File: config.mk
export PLATFORM = sky130hd
export DESIGN_NAME = rr_req_queue
export DESIGN_NICKNAME = d
export VERILOG_FILES = /design/src/rtl/rr_req_queue.sv
export SDC_FILE = /design/constraint.sdc
export NUM_CORES = 1
export LEC_CHECK = 0
export CELL_PAD_IN_SITES_DETAIL_PLACEMENT = 0
export CELL_PAD_IN_SITES_GLOBAL_PLACEMENT = 1
export CORE_MARGIN = 2
export CORE_UTILIZATION = 55
export DETAILED_ROUTE_END_ITERATION = 16
export PLACE_DENSITY_LB_ADDON = 0.1
export REMOVE_ABC_BUFFERS = 1
export SLEW_MARGIN = 0
export SYNTH_ARGS = -nofsm -noshare
export SYNTH_HDL_FRONTEND = slang
export SYNTH_HIERARCHICAL = 1
export SYNTH_SLANG_ARGS = --single-unit
File: constraint.sdc
create_clock -name clk -period 5.32 [get_ports clk]
set_input_delay 1.596 -clock clk [delete_from_list [all_inputs] [get_ports clk]]
set_output_delay 1.596 -clock clk [all_outputs]
set_load 0.02 [all_outputs]
File: src/rtl/rr_req_queue.sv
// rr_req_queue: per-port request FIFOs feeding an external round-robin arbiter, popped into one registered output.
// Optional build macro RR_REQ_QUEUE_ERR_EN adds a sticky err output for bad grants and pushes while full.

module rr_req_fifo #(
    parameter int DATA  = 32,
    parameter int DEPTH = 4
) (
    input  logic                   clk,
    input  logic                   reset_,
    input  logic                   push,
    input  logic                   pop,
    input  logic [DATA-1:0]        wdata,
    output logic [DATA-1:0]        head,
    output logic [$clog2(DEPTH):0] count
);
    localparam int PW = $clog2(DEPTH);

    logic [DATA-1:0] mem [DEPTH];
    logic [PW-1:0]   wr_ptr, rd_ptr;

    // Pointers wrap naturally because DEPTH is a power of two.
    always_ff @(posedge clk or negedge reset_) begin
        if (!reset_) begin
            wr_ptr <= '0;
            rd_ptr <= '0;
            count  <= '0;
        end else begin
            if (push) wr_ptr <= wr_ptr + 1'b1;
            if (pop)  rd_ptr <= rd_ptr + 1'b1;
            case ({push, pop})
                2'b10:   count <= count + 1'b1;
                2'b01:   count <= count - 1'b1;
                default: ;
            endcase
        end
    end

    always_ff @(posedge clk) begin
        if (push) mem[wr_ptr] <= wdata;
    end

    assign head = mem[rd_ptr];
endmodule

module rr_req_queue #(
    parameter int PORT  = 4,
    parameter int IDX   = $clog2(PORT),
    parameter int DATA  = 32,
    parameter int DEPTH = 4
) (
    input  logic                 clk,
    input  logic                 reset_,
    input  logic [PORT-1:0]      in_valid,
    input  logic [PORT*DATA-1:0] in_data,
    output logic [PORT-1:0]      in_ready,
    output logic [PORT-1:0]      req,
    input  logic [PORT-1:0]      grant,
    output logic                 out_valid,
    output logic [DATA-1:0]      out_data,
    output logic [IDX-1:0]       out_port,
    input  logic                 out_ready
`ifdef RR_REQ_QUEUE_ERR_EN
    ,
    output logic                 err
`endif
);
    localparam int CW = $clog2(DEPTH) + 1;

    logic [PORT-1:0][CW-1:0]   count;
    logic [PORT-1:0][DATA-1:0] head;
    logic [PORT-1:0]           push, pop, nonempty;
    logic                      slot_free, grant_onehot, pop_ok;
    logic [IDX-1:0]            gidx;
    logic [DATA-1:0]           ghead;

    assign slot_free    = ~out_valid | out_ready;
    assign req          = nonempty & {PORT{slot_free}};
    assign grant_onehot = (grant != '0) && ((grant & (grant - 1'b1)) == '0);
    // A grant only pops if it names exactly one port that is actually requesting.
    assign pop_ok       = grant_onehot && ((grant & ~req) == '0);

    for (genvar g = 0; g < PORT; g++) begin : g_port
        assign in_ready[g] = (count[g] != CW'(DEPTH));
        assign nonempty[g] = (count[g] != '0);
        assign push[g]     = in_valid[g] & in_ready[g];
        assign pop[g]      = pop_ok & grant[g];

        rr_req_fifo #(.DATA(DATA), .DEPTH(DEPTH)) u_fifo (
            .clk    (clk),
            .reset_ (reset_),
            .push   (push[g]),
            .pop    (pop[g]),
            .wdata  (in_data[g*DATA +: DATA]),
            .head   (head[g]),
            .count  (count[g])
        );
    end

    always_comb begin
        gidx  = '0;
        ghead = '0;
        for (int i = 0; i < PORT; i++) begin
            if (grant[i]) begin
                gidx  = IDX'(i);
                ghead = head[i];
            end
        end
    end

    // A pop refills the slot in the same edge it drains, giving one transfer per cycle.
    always_ff @(posedge clk or negedge reset_) begin
        if (!reset_) begin
            out_valid <= 1'b0;
            out_data  <= '0;
            out_port  <= '0;
        end else if (pop_ok) begin
            out_valid <= 1'b1;
            out_data  <= ghead;
            out_port  <= gidx;
        end else if (out_valid && out_ready) begin
            out_valid <= 1'b0;
        end
    end

`ifdef RR_REQ_QUEUE_ERR_EN
    logic bad_grant, bad_push;

    assign bad_grant = (grant != '0) && !pop_ok;
    assign bad_push  = |(in_valid & ~in_ready);

    always_ff @(posedge clk or negedge reset_) begin
        if (!reset_)                    err <= 1'b0;
        else if (bad_grant || bad_push) err <= 1'b1;
    end
`endif
endmodule

==> PnR_summary.wiki, run 1 <==
{| class="wikitable"
! Metric !! Value
|-
| Distinct cells, synth || 34
|-
| Sequential share of power || 45.0%
|-
| Largest net degree at the start of global routing || 66
|-
| Post-DP HPWL || 29.4 mm
|-
| Critical register-to-register path endpoint || out_data[21]
|-
| Hold buffer count at CTS || 0
|-
| Max Used Layer || met5
|-
| Top post-synthesis cells by area || sky130_fd_sc_hd__edfxtp_1 68%, sky130_fd_sc_hd__mux4_2 11%, sky130_fd_sc_hd__dfrtp_1 7.0%
|-
| Number of antenna violations at the first check in global routing || 4
|-
| Outcome || completed
|-
| Most frequent cells in the layout || 512 x sky130_fd_sc_hd__edfxtp_1, 178 x sky130_fd_sc_hd__clkdlybuf4s50_1, 112 x sky130_fd_sc_hd__mux4_2
|-
| Area of the mapped netlist || 22700 µm²
|-
| Post-synth EDFFs || 512
|-
| Number of gates given a new drive strength after cts || 0
|-
| Buffers inserted by post-CTS timing repair || 0
|-
| Sequential share of the synthesized area || 74.7%
|-
| Layout Nets || 1440
|-
| Vias in the first global route || 11500
|-
| Crit path max fanout || 8
|-
| Gate count of the mapped netlist || 1067
|-
| Worst Path Required || 3.72 ns
|-
| CTS HTree Levels || 2
|-
| Fraction of final layout cells with drive strength greater than 1 || 20.9%
|-
| Wire length per cell || 26.8 µm
|-
| Share of total power consumed by net switching || 28.1%
|-
| Critical path destination || req[1]
|-
| PnR Total Power || 14700 µW
|-
| Peak VDD IR || 299 µV
|-
| Maximum achievable frequency || 216 MHz
|-
| Relative contribution of combinational cells to total power || 25.8%
|-
| Shortest clock period the worst path allows after layout || 4.63 ns
|-
| Number of cells on the critical path || 4
|-
| Slew at the pin with the worst max-slew slack || 1.27 ns
|-
| Worst-path cell chain || clkdlybuf4s50_1, nor2b_1, nor2_1, clkdlybuf4s50_1
|-
| RSZ-0062 raised after global routing || false
|-
| Final setup violation count || 0
|-
| CP Class || primary input to output port
|-
| Worst-skew pair later-pin latency || 0.61 ns
|-
| Overflow left after global routing || 0
|-
| Number of sinks driven by the clock tree || 575
|-
| Clock tree root driver cell || sky130_fd_sc_hd__clkbuf_16
|-
| Total met3 wirelength after detailed routing || 2.91 mm
|-
| Post-synthesis register bit count || 575
|-
| Total count of max-transition violations in the final report || 0
|-
| DRC || 0
|-
| R2R Path Start || g_port[1].u_fifo/rd_ptr[1]
|-
| Number of max-capacitance violations reported || 0
|-
| Timing startpoint of the critical path || out_ready
|-
| Wire length of the first global-routing pass || 74.5 mm
|-
| Die W || 207 µm
|-
| Num rows || 74
|-
| Buffers from clock root to sink, at most || 3
|-
| Via density per instance || 5.96
|-
| Clock power frac || 29.2%
|-
| Internal Dissipation || 10600 µW
|-
| Antenna-violating nets left || 0
|-
| Synth area leader || sky130_fd_sc_hd__edfxtp_1
|-
| DRC violation total after the first TritonRoute iteration || 1142
|-
| Clock-pin transition on the worst setup and hold timing paths || 0.06 ns
|-
| CP endpoint kind || output port
|-
| Setup slack on the worst flop-to-flop path || 2.19 ns
|-
| Number of buffers added by the clock tree synthesis step || 57
|-
| Number of top-level pins || 182
|-
| Final count of hold timing violations || 0
|-
| Post-route non-filler standard cell count || 1859
|-
| Die Area || 42900 µm²
|-
| Depth of the worst register-to-register path || 5
|-
| Setup TNS after final layout || 0 ns
|-
| All-layer global routing usage || 23.7%
|-
| Leading cell type in the layout, fill and taps excluded || sky130_fd_sc_hd__edfxtp_1
|-
| Die Span Y || 207 µm
|-
| Cell count after placement || 1750
|-
| Arrival time worst endpoint || 3.03 ns
|-
| Relative area change from synthesis to final layout || 19.0%
|-
| CP max stage cell || sky130_fd_sc_hd__clkdlybuf4s50_1
|-
| Mean cell area of the mapped netlist || 21.3 µm²
|-
| Most frequent CP cell || sky130_fd_sc_hd__clkdlybuf4s50_1
|-
| Final wirelength || 49.9 mm
|-
| Total leakage power || 0.00913 µW
|-
| Routed wl met2 || 24.9 mm
|-
| Clock tree from TritonCTS || built
|-
| Setup skew after layout || 0.0177 ns
|-
| Area share of the leading cell type in the synthesized netlist || 67.8%
|-
| CP Buf/Inv Count || 2
|-
| CP startpoint kind || primary input
|-
| Routed vias || 11100
|-
| Headroom to the max-slew limit || 15.6%
|-
| Dominant delay contributor by cell family on the critical path || buffers and inverters
|-
| Sw power || 4140 µW
|-
| Core region area || 40700 µm²
|-
| Gpl congestion || 0.727
|-
| Hold/Removal Path Class || flip-flop to flip-flop
|-
| Power Density || 546 nW/µm²
|-
| Primary flip-flop cell chosen by synthesis mapping || sky130_fd_sc_hd__edfxtp_1
|-
| Async set or reset register ratio after synthesis || 11.0%
|-
| I/O Buffers || 181
|-
| Iteration count of the initial detailed-routing pass || 7
|-
| Critical path's largest stage delay || 0.55 ns
|-
| Period utilisation layout || 87.0%
|-
| Initial standard-cell utilization of the core || 55.7%
|-
| Final core utilization || 66.3%
|-
| Wire length on met1 || 20.9 mm
|-
| Ys Warns || 6
|}
-- cell usage after synthesis, drive strengths merged (4+ instances only) --
master  count
dfrtp      63
and2       24
mux4      128
o31ai      30
a21oi       4
nor2       13
nand2      44
clkbuf     25
a221oi     30
xnor2      12
mux2       36
buf        34
fa          4
xor2       13
o21ai       8
inv        18
ha         20
nor2b      32
edfxtp    512
nor3        4
-- flip-flops by register name (all words and copies together) (netlist names) --
name / cells
out_valid: 1
g_port.u_fifo/rd_ptr: 8
out_data: 32
g_port.u_fifo/wr_ptr: 8
g_port.u_fifo/count: 12
out_port: 2
g_port.u_fifo/mem: 512
-- worst min path at each step --
stage                               from                         to  cells past startpoint
6_report       g_port[1].u_fifo/count[2]  g_port[1].u_fifo/count[2]                      1
5_1_grt        g_port[1].u_fifo/count[2]  g_port[1].u_fifo/count[2]                      1
4_1_cts        g_port[1].u_fifo/count[2]  g_port[1].u_fifo/count[2]                      1
3_5_place_dp   g_port[1].u_fifo/count[2]  g_port[1].u_fifo/count[2]                      1
3_3_place_gp   g_port[1].u_fifo/count[2]  g_port[1].u_fifo/count[2]                      1
2_1_floorplan  g_port[0].u_fifo/count[2]  g_port[0].u_fifo/count[2]                      1
-- per-stage QoR --
step / cell area (µm²) / setup slack, ns / hold slack, ns
6_report: 27000 / 0.691 / 0.491
4_1_cts: 27000 / 0.668 / 0.497
3_5_place_dp: 24900 / 0.682 / 0.489
5_1_grt: 27000 / 0.578 / 0.514
3_3_place_gp: 24900 / 0.682 / 0.484
2_1_floorplan: 22200 / 1.31 / 0.464
-- cell families (layout without fill, tap and decap cells) --
kind of cell | after synthesis | count (layout) | share of synthesized area (%)
buf+inv | 77 | 334 | 2.50
other cells | 0 | 3 | 0
mux | 166 | 166 | 14.9
xor+xnor | 25 | 25 | 0.965
simple gates | 124 | 124 | 2.85
compound gates | 76 | 76 | 2.57
fa+ha+maj | 24 | 24 | 1.46
flops | 575 | 575 | 74.7
-- area by class of cell --
| cell class | count | area (µm²) |
|---|---|---|
| Timing Repair Buffer | 210 | 2090 |
| Fill cell | 2766 | 13700 |
| Antenna cell | 3 | 7.51 |
| Tap cell | 532 | 666 |
| Clock buffer | 77 | 1620 |
| Sequential cell | 575 | 17000 |
| Clock inverter | 29 | 415 |
| Inverter | 18 | 67.6 |
| Multi-Input combinational cell | 415 | 5160 |
-- routing by layer --
layer  up-vias  global-route usage [%]
met5         -                       0
met4         2                    7.12
met3        73                    4.28
met2       351                    38.8
met1      5873                    33.1
li1       4783                       -
-- power groups by stage --
stage	logic (µW)	clock network (µW)	registers, µW
2_1_floorplan	2120	0	6860
6_report	3800	4300	6630
4_1_cts	3870	4380	6650
3_3_place_gp	3810	0	6680
5_1_grt	4080	4550	6750
3_5_place_dp	3850	0	6730
Power figures use the tool's default switching activity.
==> inputs of run 2 (changes only) <==
Settings changed: CORE_UTILIZATION 55 to 51.
Clock period 5.32 ns to 4.9 ns, I/O delays scaled along.
==> run 2 against run 1 <==
  * Utilization shrank 5.2 points
  * Highest routed layer unchanged
  * Register-to-register slack worse by 0.23 ns
  * Wire length up 0.30%
  * Total power is 5.7% higher
  * Largest cell class unchanged
  * Non-clock buffer count rose by 7
  * Clock-buffer cell count rose by 1
  * Worst hold slack improved by 0.0031 ns
==> PnR_summary.wiki, run 2 (same netlist as run 1, synthesis figures left out) <==
{| class="wikitable"
! Metric !! Value
|-
| Shortest clock period the worst path allows after layout || 4.37 ns
|-
| Hold/Removal Path Class || flip-flop to flip-flop (unchanged)
|-
| Routed vias || 10900 (was 11100)
|-
| Die Span Y || 215 µm (was 207 µm)
|-
| Via density per instance || 5.64 (was 5.96)
|-
| Final cell area excluding filler cells || 26900 µm² (was 27000 µm²)
|-
| Final setup violation count || 0 (unchanged)
|-
| DRC violation total after the first TritonRoute iteration || 882 (was 1142)
|-
| RSZ-0062 raised after global routing || false (unchanged)
|-
| Sw power || 4560 µW (was 4140 µW)
|-
| Core region area || 44000 µm² (was 40700 µm²)
|-
| Setup TNS after final layout || 0 ns (unchanged)
|-
| Buffers from clock root to sink, at most || 3 (unchanged)
|-
| Arrival time worst endpoint || 2.90 ns (was 3.03 ns)
|-
| Critical path's largest stage delay || 0.55 ns (about the same)
|-
| Post-route non-filler standard cell count || 1932 (was 1859)
|-
| Outcome || completed (unchanged)
|-
| Die W || 215 µm (was 207 µm)
|-
| Final wirelength || 50.0 mm (was 49.9 mm)
|-
| Cell count after placement || 1817 (was 1750)
|-
| Crit path max fanout || 8 (unchanged)
|-
| Initial standard-cell utilization of the core || 51.5% (was 55.7%)
|-
| Hold buffer count at CTS || 0 (unchanged)
|-
| Depth of the worst register-to-register path || 5 (unchanged)
|-
| Worst Path Required || 3.43 ns (was 3.72 ns)
|-
| Max reg flops || 512 (unchanged)
|-
| Final count of hold timing violations || 0 (unchanged)
|-
| Clock tree root driver cell || sky130_fd_sc_hd__clkbuf_16 (unchanged)
|-
| Clock power frac || 26.9% (was 29.2%)
|-
| CP Buf/Inv Count || 2 (unchanged)
|-
| Headroom to the max-slew limit || 25.8% (was 15.6%)
|-
| I/O Buffers || 181 (unchanged)
|-
| Buffers inserted by post-CTS timing repair || 0 (unchanged)
|-
| Leading cell type in the layout, fill and taps excluded || sky130_fd_sc_hd__edfxtp_1 (unchanged)
|-
| Number of buffers added by the clock tree synthesis step || 58 (was 57)
|-
| Standard cell area after detailed placement || 25000 µm² (was 24900 µm²)
|-
| Vias in the first global route || 11400 (was 11500)
|-
| Worst Hold Path Cells || 1 (unchanged)
|-
| All-layer global routing usage || 22.0% (was 23.7%)
|-
| Iteration count of the initial detailed-routing pass || 6 (was 7)
|-
| Clock-pin transition on the worst setup and hold timing paths || 0.06 ns (about the same)
|-
| CP endpoint kind || output port (unchanged)
|-
| Num rows || 77 (was 74)
|-
| Internal Dissipation || 11000 µW (was 10600 µW)
|-
| Number of cells on the critical path || 4 (unchanged)
|-
| Number of sinks driven by the clock tree || 575 (unchanged)
|-
| Post-DP HPWL || 31.2 mm (was 29.4 mm)
|-
| Peak VDD IR || 318 µV (was 299 µV)
|-
| Most frequent CP cell || sky130_fd_sc_hd__clkdlybuf4s50_1 (unchanged)
|-
| Reg area || 17000 µm² (unchanged)
|-
| Most frequent cells in the layout || 512 x sky130_fd_sc_hd__edfxtp_1, 178 x sky130_fd_sc_hd__clkdlybuf4s50_1, 112 x sky130_fd_sc_hd__mux4_2 (unchanged)
|-
| Clock tree from TritonCTS || built (unchanged)
|-
| Max Used Layer || met5 (unchanged)
|-
| Total met3 wirelength after detailed routing || 2.83 mm (was 2.91 mm)
|-
| Worst-skew pair later-pin latency || 0.62 ns (was 0.61 ns)
|-
| Power Density || 579 nW/µm² (was 546 nW/µm²)
|-
| Sequential share of power || 46.2% (was 45.0%)
|-
| Layout Nets || 1448 (was 1440)
|-
| Final core utilization || 61.0% (was 66.3%)
|-
| CTS HTree Levels || 2 (unchanged)
|-
| Maximum achievable frequency || 229 MHz
|-
| CP startpoint kind || primary input (unchanged)
|-
| CP Class || primary input to output port (unchanged)
|-
| Wire length of the first global-routing pass || 73.5 mm (was 74.5 mm)
|-
| Worst-path cell chain || clkdlybuf4s50_1, nor2b_1, nor2_1, clkdlybuf4s50_1 (unchanged)
|-
| Dominant delay contributor by cell family on the critical path || buffers and inverters (unchanged)
|-
| Slew at the pin with the worst max-slew slack || 1.11 ns (was 1.27 ns)
|-
| Relative contribution of combinational cells to total power || 27.0% (was 25.8%)
|-
| Share of total power consumed by net switching || 29.3% (was 28.1%)
|-
| Largest registers || g_port.u_fifo/mem: 512 flops, out_data: 32 flops, g_port.u_fifo/count: 12 flops (unchanged)
|-
| Total count of max-transition violations in the final report || 0 (unchanged)
|-
| Setup skew after layout || 0.0299 ns (was 0.0177 ns)
|-
| Routed wl met2 || 24.9 mm (about the same)
|-
| Total leakage power || 0.00904 µW (was 0.00913 µW)
|-
| Largest net degree at the start of global routing || 66 (unchanged)
|-
| Number of top-level pins || 182 (unchanged)
|-
| Wire length on met1 || 21.3 mm (was 20.9 mm)
|-
| Number of gates given a new drive strength after cts || 0 (unchanged)
|-
| Fraction of final layout cells with drive strength greater than 1 || 20.4% (was 20.9%)
|-
| Wire length per cell || 25.9 µm (was 26.8 µm)
|-
| Overflow left after global routing || 0 (unchanged)
|-
| Number of max-capacitance violations reported || 0 (unchanged)
|-
| Area of the multi-input gates || 5160 µm² (about the same)
|-
| Antenna-violating nets left || 0 (unchanged)
|-
| Number of antenna violations at the first check in global routing || 9 (was 4)
|-
| CP max stage cell || sky130_fd_sc_hd__clkdlybuf4s50_1 (unchanged)
|-
| Gpl congestion || 0.756 (was 0.727)
|-
| DRC || 0 (unchanged)
|-
| Period utilisation layout || 89.2%
|-
| Relative area change from synthesis to final layout || 18.4% (was 19.0%)
|-
| Top reg by flops || g_port.u_fifo/mem (unchanged)
|-
| Die Area || 46200 µm² (was 42900 µm²)
|-
| Fill cells || 3183 (was 2766)
|-
| PnR Total Power || 15600 µW (was 14700 µW)
|}
## run 2: power groups by stage
stage                     registers, µW  clock network, µW  logic, µW
final                              7180               4180       4190
after global routing               7310               4450       4500
after CTS                          7210               4280       4300
after detailed placement           7300                  0       4280
after global placement             7250                  0       4240
after floorplan                    7440                  0       2300
## run 2: layout make-up
cell class / instances / share of cell area, %
Antenna cell: 5 / 0.0466
Sequential cell: 575 / 63.1
Inverter: 18 / 0.252
Timing Repair Buffer: 217 / 7.89
Clock buffer: 78 / 5.80
Tap cell: 592 / 2.76
Clock inverter: 32 / 0.904
Multi-Input combinational cell: 415 / 19.2
## run 2: per-stage QoR
| step | hold WS [ns] | setup slack [ns] |
|---|---|---|
| final | 0.494 | 0.531 |
| after global placement | 0.490 | 0.512 |
| after detailed placement | 0.488 | 0.514 |
| after CTS | 0.496 | 0.504 |
| after floorplan | 0.464 | 1.02 |
| after global routing | 0.527 | 0.421 |
## run 2: routing by layer
layer	up-vias	GRT usage, %
li1	4813	-
met1	5722	30.1
met2	290	36.3
met3	66	4.42
met4	6	6.69
met5	-	0
## run 2: worst paths after layout
kind / from / end / slack, ns
worst max register to register: g_port[0].u_fifo/rd_ptr[0] / out_data[19] / 1.96
min in group asynchronous: reset_ / out_data[29] / 1.00
worst max-delay path: out_ready / req[0] / 0.53
max in group asynchronous: reset_ / g_port[1].u_fifo/rd_ptr[0] / 3.19
worst min register to register: g_port[0].u_fifo/count[2] / g_port[0].u_fifo/count[2] / 0.49
worst min-delay path: g_port[0].u_fifo/count[2] / g_port[0].u_fifo/count[2] / 0.49
